--- src/rtl/cpu_pkg.sv ---
// Shared definitions for the CPU instruction-memory side.
// Holds the instruction-memory geometry and the program-loader state encoding.
package cpu_pkg;

    // Instruction-memory geometry (byte address width matches the CPU PC).
    localparam int unsigned IMEM_ADDR_W      = 9;
    localparam int unsigned IMEM_DEPTH_WORDS = 128;
    localparam int unsigned IMEM_CNT_W       = 8;

    // Datapath widths used by the loader.
    localparam int unsigned BYTE_W = 8;
    localparam int unsigned WORD_W = 32;
    localparam int unsigned LANE_W = 2;

    // Program-loader states.
    typedef enum logic [2:0] {
        LD_IDLE  = 3'd0,
        LD_LOAD  = 3'd1,
        LD_WRITE = 3'd2,
        LD_DONE  = 3'd3,
        LD_DRAIN = 3'd4
    } loader_state_e;

endpackage : cpu_pkg

--- src/rtl/imem_byte_packer.sv ---
// Little-endian byte-to-word packer for the instruction-memory loader.
// Ports:
//   clk, rstb  - clock, asynchronous active-low reset
//   push       - place byte_in into the current lane and advance the lane
//   clear      - empty the buffer and restart at lane 0 (wins over push)
//   byte_in    - byte to pack
//   word       - registered buffer; unfilled lanes read as zero
//   full_c     - current lane is the top lane (next push completes the word)
module imem_byte_packer
    import cpu_pkg::*;
(
    input  logic              clk,
    input  logic              rstb,
    input  logic              push,
    input  logic              clear,
    input  logic [BYTE_W-1:0] byte_in,
    output logic [WORD_W-1:0] word,
    output logic              full_c
);

    logic [LANE_W-1:0] lane_q, lane_d;
    logic [WORD_W-1:0] buf_q, buf_d;

    // Next-state for lane counter and word buffer.
    always_comb begin
        lane_d = lane_q;
        buf_d  = buf_q;
        if (clear) begin
            lane_d = '0;
            buf_d  = '0;
        end else if (push) begin
            // Lane n occupies bits [8n+7:8n].
            buf_d[{lane_q, 3'b000} +: BYTE_W] = byte_in;
            lane_d = lane_q + LANE_W'(1);
        end
    end

    // Packer state registers.
    always_ff @(posedge clk or negedge rstb) begin
        if (!rstb) begin
            lane_q <= '0;
            buf_q  <= '0;
        end else begin
            lane_q <= lane_d;
            buf_q  <= buf_d;
        end
    end

    assign word   = buf_q;
    assign full_c = (lane_q == LANE_W'(3));

endmodule : imem_byte_packer

--- src/rtl/imem_loader.sv ---
// Program loader for the instruction memory of the 4-thread CPU.
// Packs a host byte stream little-endian into 32-bit words, writes them at
// sequential word addresses from 0, and holds the CPU in reset until a full
// image has been loaded.
// Ports:
//   clk, rstb            - clock, asynchronous active-low reset
//   start                - one-cycle pulse, begins a load (ignored while busy)
//   s_valid/s_data/s_last, s_ready - byte stream handshake
//   imem_wen/imem_waddr/imem_wdata - instruction-memory write port
//   busy, done, err_overflow, word_count - status
//   cpu_rstb             - active-low CPU reset, released only when DONE
module imem_loader
    import cpu_pkg::*;
#(
    parameter int unsigned ADDR_W      = IMEM_ADDR_W,
    parameter int unsigned DEPTH_WORDS = IMEM_DEPTH_WORDS,
    parameter int unsigned CNT_W       = IMEM_CNT_W
) (
    input  logic              clk,
    input  logic              rstb,
    input  logic              start,
    input  logic              s_valid,
    input  logic [BYTE_W-1:0] s_data,
    input  logic              s_last,
    output logic              s_ready,
    output logic              imem_wen,
    output logic [ADDR_W-1:0] imem_waddr,
    output logic [WORD_W-1:0] imem_wdata,
    output logic              busy,
    output logic              done,
    output logic              err_overflow,
    output logic [CNT_W-1:0]  word_count,
    output logic              cpu_rstb
);

    loader_state_e     state_q, state_d;
    logic [ADDR_W-1:0] addr_q, addr_d;
    logic [CNT_W-1:0]  word_count_q, word_count_d;
    logic              err_overflow_q, err_overflow_d;
    logic              last_flag_q, last_flag_d;
    logic              drained_q, drained_d;
    logic              s_ready_q, s_ready_d;
    logic              busy_q, busy_d;
    logic              done_q, done_d;
    logic              cpu_rstb_q, cpu_rstb_d;
    logic              imem_wen_q, imem_wen_d;

    logic              xfer_c;
    logic              pk_push;
    logic              pk_clear;
    logic [WORD_W-1:0] pk_word;
    logic              pk_full_c;

    assign xfer_c = s_valid & s_ready_q;

    imem_byte_packer u_packer (
        .clk     (clk),
        .rstb    (rstb),
        .push    (pk_push),
        .clear   (pk_clear),
        .byte_in (s_data),
        .word    (pk_word),
        .full_c  (pk_full_c)
    );

    // Next-state, datapath updates and registered-output decode.
    always_comb begin
        state_d        = state_q;
        addr_d         = addr_q;
        word_count_d   = word_count_q;
        err_overflow_d = err_overflow_q;
        last_flag_d    = last_flag_q;
        drained_d      = drained_q;
        pk_push        = 1'b0;
        pk_clear       = 1'b0;

        case (state_q)
            LD_IDLE, LD_DONE: begin
                if (start) begin
                    state_d        = LD_LOAD;
                    addr_d         = '0;
                    word_count_d   = '0;
                    err_overflow_d = 1'b0;
                    drained_d      = 1'b0;
                    pk_clear       = 1'b1;
                end
            end

            LD_LOAD: begin
                if (xfer_c) begin
                    pk_push = 1'b1;
                    if (pk_full_c || s_last) begin
                        last_flag_d = s_last;
                        state_d     = LD_WRITE;
                    end
                end
            end

            LD_WRITE: begin
                addr_d       = addr_q + ADDR_W'(4);
                word_count_d = word_count_q + CNT_W'(1);
                drained_d    = 1'b0;
                pk_clear     = 1'b1;
                if (last_flag_q) begin
                    state_d = LD_DONE;
                end else if ((word_count_q + CNT_W'(1)) == CNT_W'(DEPTH_WORDS)) begin
                    // Memory full; only an immediate end-of-image keeps this clean.
                    state_d        = LD_DRAIN;
                    err_overflow_d = 1'b0;
                end else begin
                    state_d = LD_LOAD;
                end
            end

            LD_DRAIN: begin
                if (xfer_c) begin
                    if (s_last && !drained_q) begin
                        state_d        = LD_DONE;
                        err_overflow_d = 1'b0;
                    end else begin
                        err_overflow_d = 1'b1;
                        drained_d      = 1'b1;
                        if (s_last) begin
                            state_d = LD_IDLE;
                        end
                    end
                end
            end

            default: begin
                state_d = LD_IDLE;
            end
        endcase

        // Outputs decoded from the next state so they are flop-driven.
        s_ready_d  = (state_d == LD_LOAD) || (state_d == LD_DRAIN);
        busy_d     = (state_d == LD_LOAD) || (state_d == LD_WRITE) ||
                     (state_d == LD_DRAIN);
        done_d     = (state_d == LD_DONE);
        cpu_rstb_d = (state_d == LD_DONE);
        imem_wen_d = (state_d == LD_WRITE);
    end

    // State and output registers.
    always_ff @(posedge clk or negedge rstb) begin
        if (!rstb) begin
            state_q        <= LD_IDLE;
            addr_q         <= '0;
            word_count_q   <= '0;
            err_overflow_q <= 1'b0;
            last_flag_q    <= 1'b0;
            drained_q      <= 1'b0;
            s_ready_q      <= 1'b0;
            busy_q         <= 1'b0;
            done_q         <= 1'b0;
            cpu_rstb_q     <= 1'b0;
            imem_wen_q     <= 1'b0;
        end else begin
            state_q        <= state_d;
            addr_q         <= addr_d;
            word_count_q   <= word_count_d;
            err_overflow_q <= err_overflow_d;
            last_flag_q    <= last_flag_d;
            drained_q      <= drained_d;
            s_ready_q      <= s_ready_d;
            busy_q         <= busy_d;
            done_q         <= done_d;
            cpu_rstb_q     <= cpu_rstb_d;
            imem_wen_q     <= imem_wen_d;
        end
    end

    assign s_ready      = s_ready_q;
    assign imem_wen     = imem_wen_q;
    assign imem_waddr   = addr_q;
    assign imem_wdata   = pk_word;
    assign busy         = busy_q;
    assign done         = done_q;
    assign err_overflow = err_overflow_q;
    assign word_count   = word_count_q;
    assign cpu_rstb     = cpu_rstb_q;

endmodule : imem_loader

--- config.mk ---
export PLATFORM = sky130hd
export DESIGN_NAME = imem_loader
export DESIGN_NICKNAME = d
export VERILOG_FILES = /design/src/rtl/cpu_pkg.sv /design/src/rtl/imem_byte_packer.sv /design/src/rtl/imem_loader.sv
export SDC_FILE = /design/constraint.sdc
export NUM_CORES = 1
export LEC_CHECK = 0
export BUFFER_PORTS_ARGS = -buffer_cell sky130_fd_sc_hd__buf_2
export CAP_MARGIN = 40
export CORE_MARGIN = 5
export CORE_UTILIZATION = 35
export CTS_CLUSTER_DIAMETER = 120
export CTS_CLUSTER_SIZE = 20
export DETAILED_ROUTE_END_ITERATION = 8
export GPL_TIMING_DRIVEN = 0
export PLACE_DENSITY_LB_ADDON = 0.05
export SYNTH_ARGS = -nofsm -noshare
export SYNTH_HDL_FRONTEND = slang
export SYNTH_HIERARCHICAL = 1
export SYNTH_SLANG_ARGS = --single-unit
export TNS_END_PERCENT = 5
--- constraint.sdc ---
create_clock -name clk -period 5.5 [get_ports clk]
set_input_delay 0.55 -clock clk [delete_from_list [all_inputs] [get_ports clk]]
set_output_delay 0.55 -clock clk [all_outputs]
set_load 0.02 [all_outputs]
==> out/metrics.yaml, run 1 <==
setup.worst_path.class: "register to register"
ys.flop_type: "dfrtp_1"
cts_tree: "yes"
netlist_instances: 246
ctsHoldBuffers: 0
yosysWarnings: 6
fill_cells: 772
hpwl_mm: 4.94
cts_setup_buffers: 0
clk_latency_ps: 330
avgSynthCellArea_um2: 11.3
finalSetupTns_ps: 0
drv_slew: 0
final_cell_mix: "66 x buf_2, 59 x dfrtp_1, 25 x a32o_1, 20 x o21ai_0, 19 x nand2_1"
layout_min_cycle_time_ps: 2670
h-tree-depth: 3
grt_first_pass_wirelength_mm: 11.7
track_usage_pct: 15.0
synthSimpleGateAreaFrac_pct: 15.3
clkPwrFrac_pct: 26.2
p_leak_nw: 1.76
seqPwrFrac_pct: 38.3
powerDensity_nw_per_um2: 432
synth_edf_count: 0
synthAdderAreaFrac_pct: 3.61
p_int_mw: 0.904
setup_violations: 0
cp_data_required_time_ps: 5760
wl_mm: 7.08
cts-resized-gates: 0
rsz0062_at_grt: "no"
fmax_ghz: 0.375
p_comb_share_pct: 35.4
cp-end-kind: "register"
power.switching_mw: 0.575
p_sw_share_pct: 38.9
cts_buffers: 9
numPortBuffers: 65
fin_ws_ps: 2830
first_pass_iters: 4
cts_root_buf: "clkbuf_8"
clock_skew_ps: 4.90
vias: 2260
cp-start-kind: "register"
final_util_pct: 44.3
syn-cell-area_um2: 2770
layout_commonest_cell: "buf_2"
core_um2: 7730
pre_cts_slack_ps: 2880
initial_core_util_pct: 35.8
maxSlewHeadroom_pct: 47.6
fin_nets: 344
die_area_um2: 9790
synth_top_family_by_area: "compound AO/OA/AOI/OAI gates"
crit_fanout: 10
ctsLongestPathBuffers: 2
drtIter0Drc: 66
final_antenna_net_count: 0
dieHeight_um: 99.0
grt.overflow.total: 0
clock-sinks: 59
peakVddDrop_v: 0.000180
hold_class: "primary input to asynchronous set/reset pin"
layout-drive-gt1-share_pct: 30.6
ys_seq_area_share_pct: 53.3
grt_max_degree: 60
fin_crit_sh_pct: 48.5
insertedDiodeCount: 0
hold_viol_final: 0
rows: 32
muxShareOfSynthArea_pct: 0.723
gp_congestion: 0.795
viasPerCell: 5.27
grt_pass1_vias: 2191
synth_compound_area_share_pct: 22.7
cts.clk_slew.worst_paths_ps: 70
worst_slew_pin_slew_ps: 786
synth-async-reset-ratio_pct: 100
synth_xor_area_share_pct: 0.632
ioPinCount: 68
status: "complete, no violations"
antenna_found_initial: 0
area_delta_synth_final_pct: 23.7
netlist-cell-type-count: 47
drc_errors: 0
ys_seq_elements: 59
fp.dieW_um: 99.0
wire_per_inst_um: 16.5
crit_arrival_ps: 2930
cap_violations: 0
-- flip-flops by register name, summed over array words and instances, names as in the netlist --
signal,count
u_packer/word,32
word_count,8
imem_waddr,7
state_q,3
u_packer/lane_q,2
busy,1
cpu_rstb,1
drained_q,1
err_overflow,1
imem_wen,1
last_flag_q,1
s_ready,1
-- stage by stage --
| stage | area, um^2 | power (mW) | cells | hold WS [ps] |
|---|---|---|---|---|
| 2_1_floorplan | 2770 | 0.929 | 247 | 254 |
| 6_report | 3430 | 1.48 | 429 | 296 |
| 3_5_place_dp | 3230 | 1.10 | 414 | 477 |
| 4_1_cts | 3430 | 1.50 | 429 | 318 |
| 3_3_place_gp | 3230 | 1.10 | 414 | 470 |
| 5_1_grt | 3430 | 1.58 | 429 | 346 |
-- cells in the mapped netlist, types with 3 or more instances --
library cell / number / area, um^2
inv_1: 9 / 33.8
clkbuf_1: 6 / 22.5
buf_4: 3 / 22.5
ha_1: 8 / 100
a32o_2: 7 / 78.8
nand3_1: 5 / 25.0
nand2b_1: 4 / 25.0
a21oi_1: 8 / 40.0
nor2b_1: 3 / 18.8
nand2_1: 19 / 71.3
and2_1: 9 / 56.3
dfrtp_1: 59 / 1480
nand4_1: 4 / 25.0
and3_1: 4 / 25.0
nor2_1: 14 / 52.6
a32o_1: 25 / 250
o21ai_0: 20 / 100
-- cell type report --
type | count | area [um^2] | share of cell area (%)
Sequential cell | 59 | 1480 | 43.1
Buffer | 12 | 66.3 | 1.94
Multi-Input combinational cell | 167 | 1200 | 34.9
Timing Repair Buffer | 65 | 328 | 9.57
Tap cell | 102 | 128 | 3.72
Clock inverter | 1 | 5.00 | 0.146
Clock buffer | 14 | 193 | 5.62
Inverter | 9 | 33.8 | 0.986
-- power groups by stage --
| stage | sequential (mW) | clock (mW) | combinational (mW) |
|---|---|---|---|
| final | 0.567 | 0.388 | 0.524 |
| after global routing | 0.581 | 0.422 | 0.574 |
| after floorplan | 0.631 | 0 | 0.298 |
| after CTS | 0.567 | 0.400 | 0.530 |
| after global placement | 0.576 | 0 | 0.526 |
| after detailed placement | 0.575 | 0 | 0.529 |
-- cell families after synthesis --
kind of cell,Yosys count
AOI/OAI and AO/OA,78
xor gates and xnor gates,2
adders and majority gates,8
buffers and inverters,21
DFF,59
muxes,2
other,1
and+or+nand+nor,75
-- worst paths after layout --
check / from / to / slack [ps] / depth (start not counted)
worst max-delay path: state_q[1]$_DFF_PN0_ / u_packer/word[29]$_DFFE_PN0P_ / 2830 / 8
worst min-delay path: rstb / s_ready$_DFF_PN0_ / 300 / 1
worst max register to register: state_q[1]$_DFF_PN0_ / u_packer/word[29]$_DFFE_PN0P_ / 2830 / 8
worst min register to register: u_packer/word[4]$_DFFE_PN0P_ / u_packer/word[4]$_DFFE_PN0P_ / 490 / 1
max in group asynchronous: rstb / u_packer/word[26]$_DFFE_PN0P_ / 4710 / 1
min in group clk: u_packer/word[4]$_DFFE_PN0P_ / u_packer/word[4]$_DFFE_PN0P_ / 490 / 1
-- worst max-delay path, stage by stage, from the launching register on --
cell and delay, ps:
dfrtp_1 450, nand2b_1 230, nand2_1 90, a21o_1 290
clkbuf_1 410, inv_1 70, buf_2 200, a21oi_1 630
a32o_2 220
-- layer usage --
layer	vias to the layer above	share of wire (%)	global-route usage, %
met5	-	0	0
met1	1120	50	22.3
met3	6	4.8	4.25
met2	51	45	20.7
li1	1083	-	-
met4	0	0.93	5.36
(Power assumes the default switching activity.)
==> run 2, diff against run 1 <==
==> constraint.sdc (replaced) <==
create_clock -name clk -period 2.4 [get_ports clk]
set_input_delay 0.24 -clock clk [delete_from_list [all_inputs] [get_ports clk]]
set_output_delay 0.24 -clock clk [all_outputs]
set_load 0.02 [all_outputs]
==> out/metrics.yaml, run 2 (synthesis results as in run 1) <==
status: "finished with violations"
violations: "hold timing"
largest_reg_flops: 32  # unchanged
setup.worst_path.class: "register to register"
grt.overflow.total: 0  # unchanged
numPortBuffers: 65  # unchanged
clock_skew_ps: 8.32  # +3.43 ps
crit_arrival_ps: 2490  # -440 ps
use_met1_pct: 22.0  # -0.35 points
placedCellCount: 414  # unchanged
crit_fanout: 17  # +7
cap_violations: 0  # unchanged
slowest_stage: "a21oi_1"
critPathMaxStageDelay_ps: 570  # -60 ps
ctsLongestPathBuffers: 2  # unchanged
fmax_ghz: 0.449  # +20%
power_mw: 3.40  # +130%
p_int_mw: 2.07  # +130%
grt_pass1_vias: 2185  # -0.27%
rows: 32  # unchanged
clock-sinks: 59  # unchanged
track_usage_pct: 15.0  # -0.059 points
fin_nets: 343  # -0.29%
clk_latency_ps: 330  # about the same
rsz0062_at_grt: "no"
drc_errors: 0  # unchanged
peakVddDrop_v: 0.000412  # +130%
post_layout_nonfiller_instances: 428  # -0.23%
holdWs_ps: -17.6  # -314 ps
p_leak_nw: 1.77  # +0.33%
p_sw_share_pct: 39.0  # +0.082 points
core_um2: 7730  # unchanged
vias: 2274  # +0.62%
busiest_layer: "met1"
antenna_found_initial: 0  # unchanged
maxSlewHeadroom_pct: 48.9  # +1.3 points
seqPwrFrac_pct: 38.3  # about the same
hold_viol_final: 15  # +15
cts_root_buf: "clkbuf_8"
layout_commonest_cell: "buf_2"
cts.clk_slew.worst_paths_ps: 70  # about the same
viasPerCell: 5.31  # +0.85%
area_delta_synth_final_pct: 23.8
initial_core_util_pct: 35.8  # unchanged
hpwl_mm: 4.94  # unchanged
cts_tree: "yes"
setup_violations: 0  # unchanged
wire_per_inst_um: 16.5  # -0.19%
layout_min_cycle_time_ps: 2230  # -440 ps
ioPinCount: 68  # unchanged
ctsHoldBuffers: 0  # unchanged
final_cell_mix: "66 x buf_2, 59 x dfrtp_1, 25 x a32o_1, 20 x o21ai_0, 19 x nand2_1"
p_comb_share_pct: 35.4  # about the same
fin_crit_sh_pct: 92.9  # +44 points
worstPathCellList: "nand2b_1 -> nand2_1 -> a21o_2 -> inv_1 -> buf_2 -> a21oi_1 -> a32o_1"
final_antenna_net_count: 0  # unchanged
grt_first_pass_wirelength_mm: 11.6  # -0.65%
met2_usage_pct: 20.9  # +0.21 points
drv_slew: 0  # unchanged
cts_setup_buffers: 0  # unchanged
clkPwrFrac_pct: 26.3  # about the same
wl_mm: 7.05  # -0.42%
cts_buffers: 9  # unchanged
drtIter0Drc: 87  # +32%
insertedDiodeCount: 0  # unchanged
gp_congestion: 0.795  # unchanged
powerDensity_nw_per_um2: 990  # +130%
fp.dieW_um: 99.0  # unchanged
hold_class: "primary input to asynchronous set/reset pin"
layout-drive-gt1-share_pct: 31.9  # +1.3 points
cp-end-kind: "register"
worst_slew_pin_slew_ps: 766  # -19.9 ps
die_area_um2: 9790  # unchanged
h-tree-depth: 3  # unchanged
power.switching_mw: 1.32  # +130%
grt_max_degree: 60  # unchanged
cp-start-kind: "register"
dieHeight_um: 99.0  # unchanged
first_pass_iters: 4  # unchanged
cp_data_required_time_ps: 2660  # -3100 ps
use_met3_pct: 4.25  # unchanged
[run 2: metrics by stage]
stage | instance area [um^2] | hold slack [ps] | setup TNS [ps] | setup slack [ps] | utilization [%]
finish | 3430 | -17.6 | 0 | 170 | 44.4
global route | 3430 | 36.2 | 0 | 28.2 | 44.4
floorplan | 2770 | -55.6 | 0 | 350 | -
CTS | 3430 | 7.55 | 0 | 16.9 | 44.3
detailed placement | 3230 | 373 | -4710 | -216 | 41.8
global placement | 3230 | 470 | -6280 | -246 | 41.8
[run 2: power by group through the flow]
stage / Clock (mW) / Sequential, mW / Combinational [mW]
floorplan: 0 / 1.45 / 0.682
global placement: 0 / 1.32 / 1.21
detailed placement: 0 / 1.32 / 1.21
CTS: 0.917 / 1.30 / 1.21
global route: 0.968 / 1.33 / 1.31
finish: 0.893 / 1.30 / 1.20
[run 2: final cells by class]
cell class                      count  area [um^2]
Buffer                             11         65.1
Clock buffer                       14          193
Clock inverter                      1         5.00
Fill cell                         773         4300
Inverter                            9         33.8
Multi-Input combinational cell    167         1200
Sequential cell                    59         1480
Tap cell                          102          128
Timing Repair Buffer               65          328
[run 2: final timing paths]
check,startpoint,endpoint,slack (ps),cells after the start
min in group clk,s_data[2],u_packer/word[18]$_DFFE_PN0P_,220,2
max reg2reg,state_q[1]$_DFF_PN0_,u_packer/word[21]$_DFFE_PN0P_,170,7
min,rstb,s_ready$_DFF_PN0_,-20,1
max,state_q[1]$_DFF_PN0_,u_packer/word[21]$_DFFE_PN0P_,170,7
max in group asynchronous,rstb,u_packer/word[26]$_DFFE_PN0P_,1920,1
min reg2reg,u_packer/word[4]$_DFFE_PN0P_,u_packer/word[4]$_DFFE_PN0P_,490,1
[run 2: what timing repair did]
action	CTS	global route
pin swaps	0	0
setup endpoints to repair	32	31
resized for setup	1	5
[run 2: worst max-delay path, delay by kind of cell, from the launching register on]
kind                   cells  cell delay [ps]
AOI/OAI and AO/OA          3             1110
DFF                        1              460
and+or+nand+nor            2              320
buffers and inverters      2              260
[run 2: per-layer routing]
metal,vias up,share of wire [%]
li1,1079,-
met1,1123,48
met2,64,45
met3,8,5.6
met4,0,1.1
met5,-,0
==> run 3, diff against run 2 <==
--- a/config.mk
+++ b/config.mk
@@ -7,7 +7,7 @@
 export LEC_CHECK = 0
 export BUFFER_PORTS_ARGS = -buffer_cell sky130_fd_sc_hd__buf_2
 export CAP_MARGIN = 40
-export CORE_MARGIN = 5
+export CORE_MARGIN = 3
 export CORE_UTILIZATION = 35
 export CTS_CLUSTER_DIAMETER = 120
 export CTS_CLUSTER_SIZE = 20
==> out/metrics.yaml, run 3 (synthesis results as in run 1) <==
crit_fanout: 10  # -7
drc_errors: 0  # unchanged
finalSetupTns_ps: 0  # unchanged
powerDensity_nw_per_um2: 967  # -2.3%
cts_buffers: 9  # unchanged
layout-drive-gt1-share_pct: 31.3  # -0.59 points
multi_input_area_um2: 1210  # +0.62%
power_mw: 3.32  # -2.2%
vias: 2223  # -2.2%
wl_mm: 6.86  # -2.7%
ff_latch_area_um2: 1480  # unchanged
worst-r2r-cell-count: 7  # unchanged
final_util_pct: 46.1  # +1.7 points
setup.worst_path.class: "register to register"
peakVddDrop_v: 0.000420  # +1.9%
gp_congestion: 0.813  # +2.2%
cts.clk_slew.worst_paths_ps: 60  # about the same
fin_nets: 345  # +0.58%
clock-sinks: 59  # unchanged
fill_cells: 762  # -1.4%
area_delta_synth_final_pct: 24.0
numPortBuffers: 65  # unchanged
rsz0062_at_grt: "no"
layout_min_cycle_time_ps: 2260  # +32.3 ps
core_um2: 7450  # -3.6%
final_antenna_net_count: 0  # unchanged
fmax_ghz: 0.442  # -1.4%
maxSlewHeadroom_pct: 58.2  # +9.3 points
clock_skew_ps: 7.79  # -0.538 ps
setup_violations: 0  # unchanged
first_pass_iters: 5  # +1
hold_depth: 3
cp-start-kind: "register"
cp_data_required_time_ps: 2670  # about the same
viasPerCell: 5.19  # -2.2%
die_area_um2: 9020  # -7.9%
initial_core_util_pct: 37.2  # +1.3 points
rows: 31  # -3.1%
insertedDiodeCount: 0  # unchanged
fin_crit_sh_pct: 94.2  # +1.3 points
cap_violations: 0  # unchanged
drtIter0Drc: 76  # -13%
grt_max_degree: 36  # -40%
hpwl_mm: 4.89  # -1.0%
cp-end-kind: "register"
ctsLongestPathBuffers: 2  # unchanged
fin_ws_ps: 138  # -32.3 ps
antenna_found_initial: 0  # unchanged
grt_first_pass_wirelength_mm: 11.2  # -3.5%
drv_slew: 0  # unchanged
hold_viol_final: 0  # -15
worst_slew_pin_slew_ps: 627  # -139 ps
pre_cts_slack_ps: -226  # -9.79 ps
grt.overflow.total: 0  # unchanged
cts_root_buf: "clkbuf_8"
cts_setup_buffers: 0  # unchanged
largest_reg_flops: 32  # unchanged
h-tree-depth: 3  # unchanged
p_leak_nw: 1.76  # -0.41%
final_cell_mix: "67 x buf_2, 59 x dfrtp_1, 25 x a32o_1, 20 x o21ai_0, 19 x nand2_1"
layout_commonest_cell: "buf_2"
grt_pass1_vias: 2178  # -0.32%
track_usage_pct: 16.4  # +1.4 points
hold_class: "primary input to register"
fp.dieW_um: 95.0  # -4.0%
status: "complete, no violations"
clk_latency_ps: 330  # about the same
wire_per_inst_um: 16.0  # -2.7%
dieHeight_um: 95.0  # -4.0%
crit_arrival_ps: 2530  # +40 ps
cts_tree: "yes"
ioPinCount: 68  # unchanged
==> run 3: final cells by class <==
cell class,count,share of cell area [%]
sequential,59,43.0
clock inverter,2,0.291
multi-input combinational,167,35.2
tap,99,3.61
clock buffer,14,4.74
buffer,11,1.82
timing repair buffer,67,10.3
inverter,9,0.984
==> run 3: path summary, 6_finish.rpt <==
| check | from | to | slack [ps] |
|---|---|---|---|
| setup / recovery | state_q[1]$_DFF_PN0_ | u_packer/word[8]$_DFFE_PN0P_ | 140 |
| hold / removal | s_last | last_flag_q$_DFFE_PN0P_ | 210 |
| setup reg to reg | state_q[1]$_DFF_PN0_ | u_packer/word[8]$_DFFE_PN0P_ | 140 |
| hold reg to reg | u_packer/word[1]$_DFFE_PN0P_ | u_packer/word[1]$_DFFE_PN0P_ | 490 |
| max in group asynchronous | rstb | u_packer/word[21]$_DFFE_PN0P_ | 1330 |
| min in group asynchronous | rstb | word_count[3]$_DFFE_PN0P_ | 460 |
==> run 3: timing repair <==
action                     in CTS  in global routing
hold endpoints to repair       24                  0
setup endpoints to repair      32                 32
gates resized for setup         2                  2
gates cloned                    0                  0
hold buffers                    1                  0
==> run 3: power breakdown <==
part,leakage [nW],switching (mW),total [mW],internal (mW)
Combinational,0.868,0.798,1.22,0.421
Clock,0.0905,0.374,0.804,0.429
Sequential,0.802,0.149,1.30,1.15
Total,1.76,1.32,3.32,2.00
==> run 3: routing by layer <==
layer / wire (um) / track usage (%) / vias to the layer above
met5: 0 / 0 / -
met3: 381 / 4.86 / 9
met2: 3060 / 22.7 / 57
li1: - / - / 1079
met1: 3320 / 23.8 / 1078
met4: 97 / 6.25 / 0
==> run 3: metrics by stage <==
stage               cell area, um^2  cells  hold WS, ps
finish                         3430    428          209
global route                   3430    428          217
CTS                            3430    428          200
detailed placement             3240    412          298
global placement               3220    411          469
floorplan                      2770    247        -55.6
==> run 3: worst max-delay path: stages, from the launching register on <==
cell	delay (ps)
dfrtp_1	450
nand2b_1	230
or3_1	440
inv_1	100
buf_2	240
and3_1	180
clkbuf_1	330
a32o_1	220
